$ cat config.mk
export PLATFORM = sky130hd
export DESIGN_NAME = rc_adder_32
export DESIGN_NICKNAME = d
export VERILOG_FILES = /design/src/rtl/alu_pkg.sv /design/src/rtl/full_adder_cell.sv /design/src/rtl/rc_adder_32.sv
export SDC_FILE = /design/constraint.sdc
export NUM_CORES = 1
export LEC_CHECK = 0
export CAP_MARGIN = 20
export CORE_UTILIZATION = 30
export DETAILED_ROUTE_END_ITERATION = 10
export GPL_ROUTABILITY_DRIVEN = 0
export PLACE_DENSITY = 0.65
export SLEW_MARGIN = 20
export SYNTH_ARGS = -nofsm -noshare
export SYNTH_HDL_FRONTEND = slang
export SYNTH_SLANG_ARGS = --single-unit
$ cat constraint.sdc
create_clock -name clk -period 1.15 [get_ports clk]
set_clock_uncertainty 0.1 [all_clocks]
set_input_delay 0.23 -clock clk [delete_from_list [all_inputs] [get_ports clk]]
set_output_delay 0.23 -clock clk [all_outputs]
set_load 0.05 [all_outputs]
$ cat src/rtl/alu_pkg.sv
// Shared ALU constants: default datapath width and the register reset value.
package alu_pkg;

  localparam int unsigned DATA_W = 32;
  localparam int unsigned MAX_W  = 64;

  // Reset value for every result register; slice to the block's width.
  localparam logic [MAX_W-1:0] RST_VAL = '0;

endpackage : alu_pkg

$ cat src/rtl/full_adder_cell.sv
// One-bit full adder: one link of the ripple-carry chain.
//   a, b : operand bits
//   ci   : carry in from the next less significant bit
//   s    : sum bit
//   co   : carry out to the next more significant bit
module full_adder_cell (
  input  logic a,
  input  logic b,
  input  logic ci,
  output logic s,
  output logic co
);

  logic p_c;

  assign p_c = a ^ b;
  assign s   = p_c ^ ci;
  assign co  = (a & b) | (ci & p_c);

endmodule : full_adder_cell

$ cat src/rtl/rc_adder_32.sv
// Registered ripple-carry adder for the ALU datapath.
// Computes x + y + cin through a chain of full_adder_cell instances and
// registers the sum, the per-bit carry vector, carry-out and signed overflow.
//   clk       : rising-edge clock
//   reset     : asynchronous, active-high reset (clears all outputs)
//   x, y      : operands, WIDTH bits
//   cin       : carry into bit 0
//   in_valid  : operands valid this cycle; results update only when set
//   sum       : registered (x + y + cin) mod 2^WIDTH
//   carry     : registered per-bit carry-out vector
//   cout      : registered carry out of the MSB
//   ovf       : registered signed overflow
//   out_valid : registered copy of in_valid
module rc_adder_32
  import alu_pkg::*;
#(
  parameter int unsigned WIDTH = 8
) (
  input  logic             clk,
  input  logic             reset,
  input  logic [WIDTH-1:0] x,
  input  logic [WIDTH-1:0] y,
  input  logic             cin,
  input  logic             in_valid,
  output logic [WIDTH-1:0] sum,
  output logic [WIDTH-1:0] carry,
  output logic             cout,
  output logic             ovf,
  output logic             out_valid
);

  logic [WIDTH-1:0] s_c;
  logic [WIDTH-1:0] c_c;

  logic [WIDTH-1:0] sum_q,   sum_d;
  logic [WIDTH-1:0] carry_q, carry_d;
  logic             cout_q,  cout_d;
  logic             ovf_q,   ovf_d;
  logic             out_valid_q;

  // Explicit ripple chain; bit 0 takes cin, every other bit the previous carry.
  for (genvar i = 0; i < int'(WIDTH); i++) begin : g_chain
    logic ci_c;
    if (i == 0) begin : g_lsb
      assign ci_c = cin;
    end else begin : g_bit
      assign ci_c = c_c[i-1];
    end
    full_adder_cell u_fa (
      .a  (x[i]),
      .b  (y[i]),
      .ci (ci_c),
      .s  (s_c[i]),
      .co (c_c[i])
    );
  end

  // Next-state: capture on valid, otherwise hold (inputs are ignored entirely).
  always_comb begin
    sum_d   = sum_q;
    carry_d = carry_q;
    cout_d  = cout_q;
    ovf_d   = ovf_q;
    if (in_valid) begin
      sum_d   = s_c;
      carry_d = c_c;
      cout_d  = c_c[WIDTH-1];
      ovf_d   = c_c[WIDTH-1] ^ c_c[WIDTH-2];
    end
  end

  // Output register stage.
  always_ff @(posedge clk or posedge reset) begin
    if (reset) begin
      sum_q       <= RST_VAL[WIDTH-1:0];
      carry_q     <= RST_VAL[WIDTH-1:0];
      cout_q      <= 1'b0;
      ovf_q       <= 1'b0;
      out_valid_q <= 1'b0;
    end else begin
      sum_q       <= sum_d;
      carry_q     <= carry_d;
      cout_q      <= cout_d;
      ovf_q       <= ovf_d;
      out_valid_q <= in_valid;
    end
  end

  assign sum       = sum_q;
  assign carry     = carry_q;
  assign cout      = cout_q;
  assign ovf       = ovf_q;
  assign out_valid = out_valid_q;

endmodule : rc_adder_32

**Yosys cells after proc, flatten, opt, wreduce, memory -nomap -nowiden**

Index checks and enable logic that the tools add are counted.

- Register bits after elaboration: 19
- Input port bits: 20
- Logic and storage cells: 46

- Bitwise logic cells: 41

Operators with widths:

| operator | number |
|---|---|
| 1-bit bitwise XOR | 17 |
| 1-bit AND | 16 |
| 1-bit bitwise OR | 8 |

**Depth between registers and ports, before layout**

- Word-level depth: 18
- Mapped depth: 10

**Hierarchy**

From an unflattened synthesis, not the netlist that was laid out.

- Cells, all modules: 49
- Area total of the unflattened synthesis: 880.8 um2

By module, submodules not included:

| module | area each (um2) | times used | seq. area each (um2) | cells each |
|---|---|---|---|---|
| rc_adder_32 | 720.7 | 1 | 450.4 | 41 |
| full_adder_cell | 20.0 | 8 | 0.0 | 1 |

**Least setup slack after synthesis**

Ideal clock, no wire load.

- Path kind: input to register
- Start point: in y[0]
- End point: reg sum_q[7], in the netlist sum[7]
- Path slack: -2.860 ns
- Path buffers: 0
- Stages on the path: 9
- Data arrival time: 3.785 ns
- Path through: fa_1 -> fa_1 -> fa_1 -> fa_1 -> fa_1 -> fa_1 -> fa_1 -> fa_1 -> mux2_2

- Cells in the longest elaborated chain, start to end: 16
- Elaborated cells between the ends (all ways): 17
- Classes of those cells: 17 x bitwise

Ends and longest elaborated chain:

| what | line | source |
|---|---|---|
| start, declared | rc_adder_32.sv:22 | `input logic [WIDTH-1:0] y,` |
| 1-bit bitwise XOR | full_adder_cell.sv:16 | `assign p_c = a ^ b;` |
| 1-bit AND | full_adder_cell.sv:18 | `assign co = (a & b) \| (ci & p_c);` |
| 1-bit bitwise OR (*) | full_adder_cell.sv:18 |  |
| 1-bit AND (*) | full_adder_cell.sv:18 |  |
| 1-bit bitwise OR (*) | full_adder_cell.sv:18 |  |
| via g_chain[1].u_fa.co | full_adder_cell.sv:11 | `output logic co` |
| 1-bit AND (*) | full_adder_cell.sv:18 |  |
| 1-bit bitwise OR (*) | full_adder_cell.sv:18 |  |
| via g_chain[2].u_fa.co | full_adder_cell.sv:11 |  |
| (+2 left out) | - |  |
| via g_chain[3].u_fa.co | full_adder_cell.sv:11 |  |
| (+2 left out) | - |  |
| via g_chain[4].u_fa.co | full_adder_cell.sv:11 |  |
| 1-bit AND (*) | full_adder_cell.sv:18 |  |
| 1-bit bitwise OR (*) | full_adder_cell.sv:18 |  |
| via g_chain[5].u_fa.co | full_adder_cell.sv:11 |  |
| 1-bit AND (*) | full_adder_cell.sv:18 |  |
| 1-bit bitwise OR (*) | full_adder_cell.sv:18 |  |
| via g_chain[6].u_fa.co | full_adder_cell.sv:11 |  |
| 1-bit bitwise XOR (*) | full_adder_cell.sv:17 | `assign s = p_c ^ ci;` |
| via g_chain[7].u_fa.s | full_adder_cell.sv:10 | `output logic s,` |
| end signal, assigned | rc_adder_32.sv:75 | `sum_q <= RST_VAL[WIDTH-1:0];` |
| end signal, assigned | rc_adder_32.sv:81 | `sum_q <= sum_d;` |
| end, declared | rc_adder_32.sv:35 | `logic [WIDTH-1:0] sum_q, sum_d;` |

The timed path passes the listed nets; every way through them passes the cells marked *.
A chain may end at the register's enable or synchronous reset.

**Worst setup path in the final report**

- Start point: in cin
- End point: reg sum_q[7], in the netlist sum[7]

- Cells in the longest elaborated chain, start to end: 15

Ends and longest elaborated chain:

| what | line | source |
|---|---|---|
| start, declared | rc_adder_32.sv:23 | `input logic cin,` |
| 1-bit AND | full_adder_cell.sv:18 |  |
| 1-bit bitwise OR | full_adder_cell.sv:18 |  |
| via g_chain[0].u_fa.co | full_adder_cell.sv:11 |  |
| 1-bit AND | full_adder_cell.sv:18 |  |
| 1-bit bitwise OR | full_adder_cell.sv:18 |  |
| via g_chain[1].u_fa.co | full_adder_cell.sv:11 |  |
| 1-bit AND | full_adder_cell.sv:18 |  |
| 1-bit bitwise OR | full_adder_cell.sv:18 |  |
| via g_chain[2].u_fa.co | full_adder_cell.sv:11 |  |
| (+2 left out) | - |  |
| via g_chain[3].u_fa.co | full_adder_cell.sv:11 |  |
| (+2 left out) | - |  |
| via g_chain[4].u_fa.co | full_adder_cell.sv:11 |  |
| 1-bit AND | full_adder_cell.sv:18 |  |
| 1-bit bitwise OR | full_adder_cell.sv:18 |  |
| via g_chain[5].u_fa.co | full_adder_cell.sv:11 |  |
| 1-bit AND | full_adder_cell.sv:18 |  |
| 1-bit bitwise OR | full_adder_cell.sv:18 |  |
| via g_chain[6].u_fa.co | full_adder_cell.sv:11 |  |
| 1-bit bitwise XOR | full_adder_cell.sv:17 |  |
| via g_chain[7].u_fa.s | full_adder_cell.sv:10 |  |

The timed path passes the listed nets, and every way through them passes these cells.

==> key figures <==
Status
  – Result of the run: finished with violations
  – Failing checks: setup timing

Die
  – Die Area: 0.00316 mm2
  – Die X: between 50 and 60 um
  – Initial Util: roughly a third
  – Die Ht: roughly 56 um
  – Core Area: 0.00276 mm2
  – Core Rows: 19
  – I/O Pins: 39

Route
  – Detailed-route DRC error count: 0
  – Drt initial violations: 4
  – Via count: about 600
  – 1st-pass router iterations: 3
  – Per-cell routed wire length: between 10 and 15 um
  – Vias/cell: around 4.4
  – Antenna Nets Post-Route: 0
  – Routed Wire Length: 1.88 mm

Place
  – Placed Cells: 117
  – HPWL after DPL: 1.28 mm
  – Placed inst area: about 0.0015 mm2
  – Post-Place Setup Slack: -3090 ps
  – Port Buffer Count: 38

Yosys
  – Post-synthesis cell count: 49
  – Simple logic cell fraction of the synthesized area: 0.426%
  – Mux contribution to synthesized area: between 20% and 30%
  – Netlist cell types: 11
  – Yosys warnings: 0
  – Adder-Cell Fraction of Synth Area: 18.2%
  – Post-synthesis sequential area ratio: 51.1%
  – Syn_nets: 77
  – XOR/XNOR share of the synthesized area: 0.994%
  – Largest family of logic cells by synthesized area: multiplexers
  – Syn Area/Cell: 18.0 um2
  – Mapped Area: just under 900 um2
  – Compound-Gate Fraction of Synth Area: 0.568%
  – Post-synthesis register bit count: 18

STA
  – Worst hold slack: 140 ps
  – Final min period: ~3500 ps
  – Slew Limit Fails: 0
  – Slew @ Worst Pin: 162 ps
  – Final worst-path cycle share: 304%
  – Max_slew headroom: 89.2%
  – Final setup fails: 34
  – RSZ-0062 raised after global routing: yes
  – Hold Violations, Final: 0
  – Worst Slack Setup Final: -2350 ps
  – Fmax: 286 MHz

Critical path
  – Setup crit end kind: flip-flop
  – Crit start category: input pin
  – Worst EP arrival: 3580 ps
  – Crit Path Class: input pin to flip-flop
  – Crit path max fanout: 2
  – CP required: 1240 ps

Final layout
  – Commonest non-fill, non-tap cells in the layout: 21 x buf_12, 17 x dfrtp_1, 13 x mux2_4, 13 x clkdlybuf4s50_1, 13 x buf_4
  – Diode count: 0
  – Nets: 133
  – Final instance area: 0.00170 mm2
  – Fin cells: 135
  – Leading cell type in the layout, fill and taps excluded: buf_12
  – Layout cells sized above 1: 65.4%
  – Layout Area Growth over Synthesis: 93.0%

Power
  – Pwr Density: 1590 mW/mm2
  – Final total power: 2.71 mW
  – Peak supply drop: roughly 0.0010 V
  – Leakage: between 0.7 and 0.8 nW

Clock tree
  – Clk_lat worst skew: 290 ps
  – CTS H-tree depth: 1
  – Sink Count: 18
  – Clock Tree Root: clkbuf_4
  – CTS clk-pin slew, worst paths: 100 ps
  – CTS tree: done
  – Clk buf depth: 2
  – CTS buffer count: 3

GRT
  – Total congestion overflow: 0
  – Gr usage total: 13.4%
  – Largest net degree at the start of global routing: 19
  – Initial antenna violation count: 0
  – First-pass GRT wire length: 3.21 mm
  – Number of global-route vias before repair: 666

Run
  – MaxCap Viol Count: 0

Hold path
  – Hold Path Class: input pin to asynchronous set/reset pin
## per-layer routing
layer	wire length, um	part of all wire [%]	GRT usage, %	vias up
li1	-	-	-	273
met1	825	44	17.5	288
met2	923	49	20.7	25
met3	112	6.0	4.19	2
met4	20	1.1	5.23	0
met5	0	0	0	-
## per-stage QoR
step                      util (%)  setup TNS, ps
after floorplan                  -         -21610
after global placement        55.0         -30150
after detailed placement      55.0         -31090
after CTS                     59.8         -23200
after global routing          61.7         -22180
final                         61.7         -21240
## cell families (layout without fill, tap and decap cells)
| logic type | count (synthesis) | after routing |
|---|---|---|
| adder cells (fa/ha/maj) | 8 | 8 |
| AND/OR/NAND/NOR | 1 | 1 |
| XOR/XNOR | 1 | 1 |
| AO/OA/AOI/OAI | 1 | 1 |
| flip-flops | 18 | 18 |
| multiplexers | 16 | 16 |
| buffers and inverters | 4 | 59 |
## flip-flops by register name, summed over array words and instances (netlist names)
signal     cells
carry          8
out_valid      1
ovf            1
sum            8
## path summary, 6_finish.rpt
path,to,slack (ps),start,cells after the start
min,sum[2]$_DFFE_PP0P_,140,reset,3
max in group asynchronous,carry[7]$_DFFE_PP0P_,680,reset,3
min reg2reg,sum[2]$_DFFE_PP0P_,480,sum[2]$_DFFE_PP0P_,1
max,sum[7]$_DFFE_PP0P_,-2350,cin,10
min in group clk,sum[0]$_DFFE_PP0P_,260,cin,3
max reg2reg,carry[3]$_DFFE_PP0P_,-10,carry[3]$_DFFE_PP0P_,3
## worst max-delay path, stage by stage
cell and delay [ps]:
buf_6 90, fa_2 390, fa_2 370, fa_2 370
fa_2 360, fa_2 360, fa_2 360, fa_2 370
fa_2 410, mux2_4 260
## repair_timing
action                     4_1_cts  5_1_grt
setup buffers                    7        6
setup endpoints to repair       36       34
pin swaps                        9        8
cloned                           1        0
hold buffers                     0        0
gates resized for setup         19        2
## synth_stat cells (all sizes together)
library cell  count  area (um2)
buf               3        38.8
fa                8         160
nor2              1        3.75
a21oi             1        5.00
xnor2             1        8.76
mux2             16         210
inv               1        3.75
dfrtp            18         450
## where the power goes
part	internal [mW]	switching [mW]	total, mW
sequential	0.750	0.135	0.885
combinational	0.797	0.633	1.43
clock	0.193	0.197	0.390
total	1.74	0.965	2.71
## area by class of cell
type | count | area, um2
clock buffers | 4 | 36.3
fillers | 220 | 1060
inverters | 1 | 3.75
multi-input cells | 27 | 434
flip-flops and latches | 18 | 452
well taps | 31 | 38.8
repair buffers | 54 | 736
(Power assumes the default switching activity.)
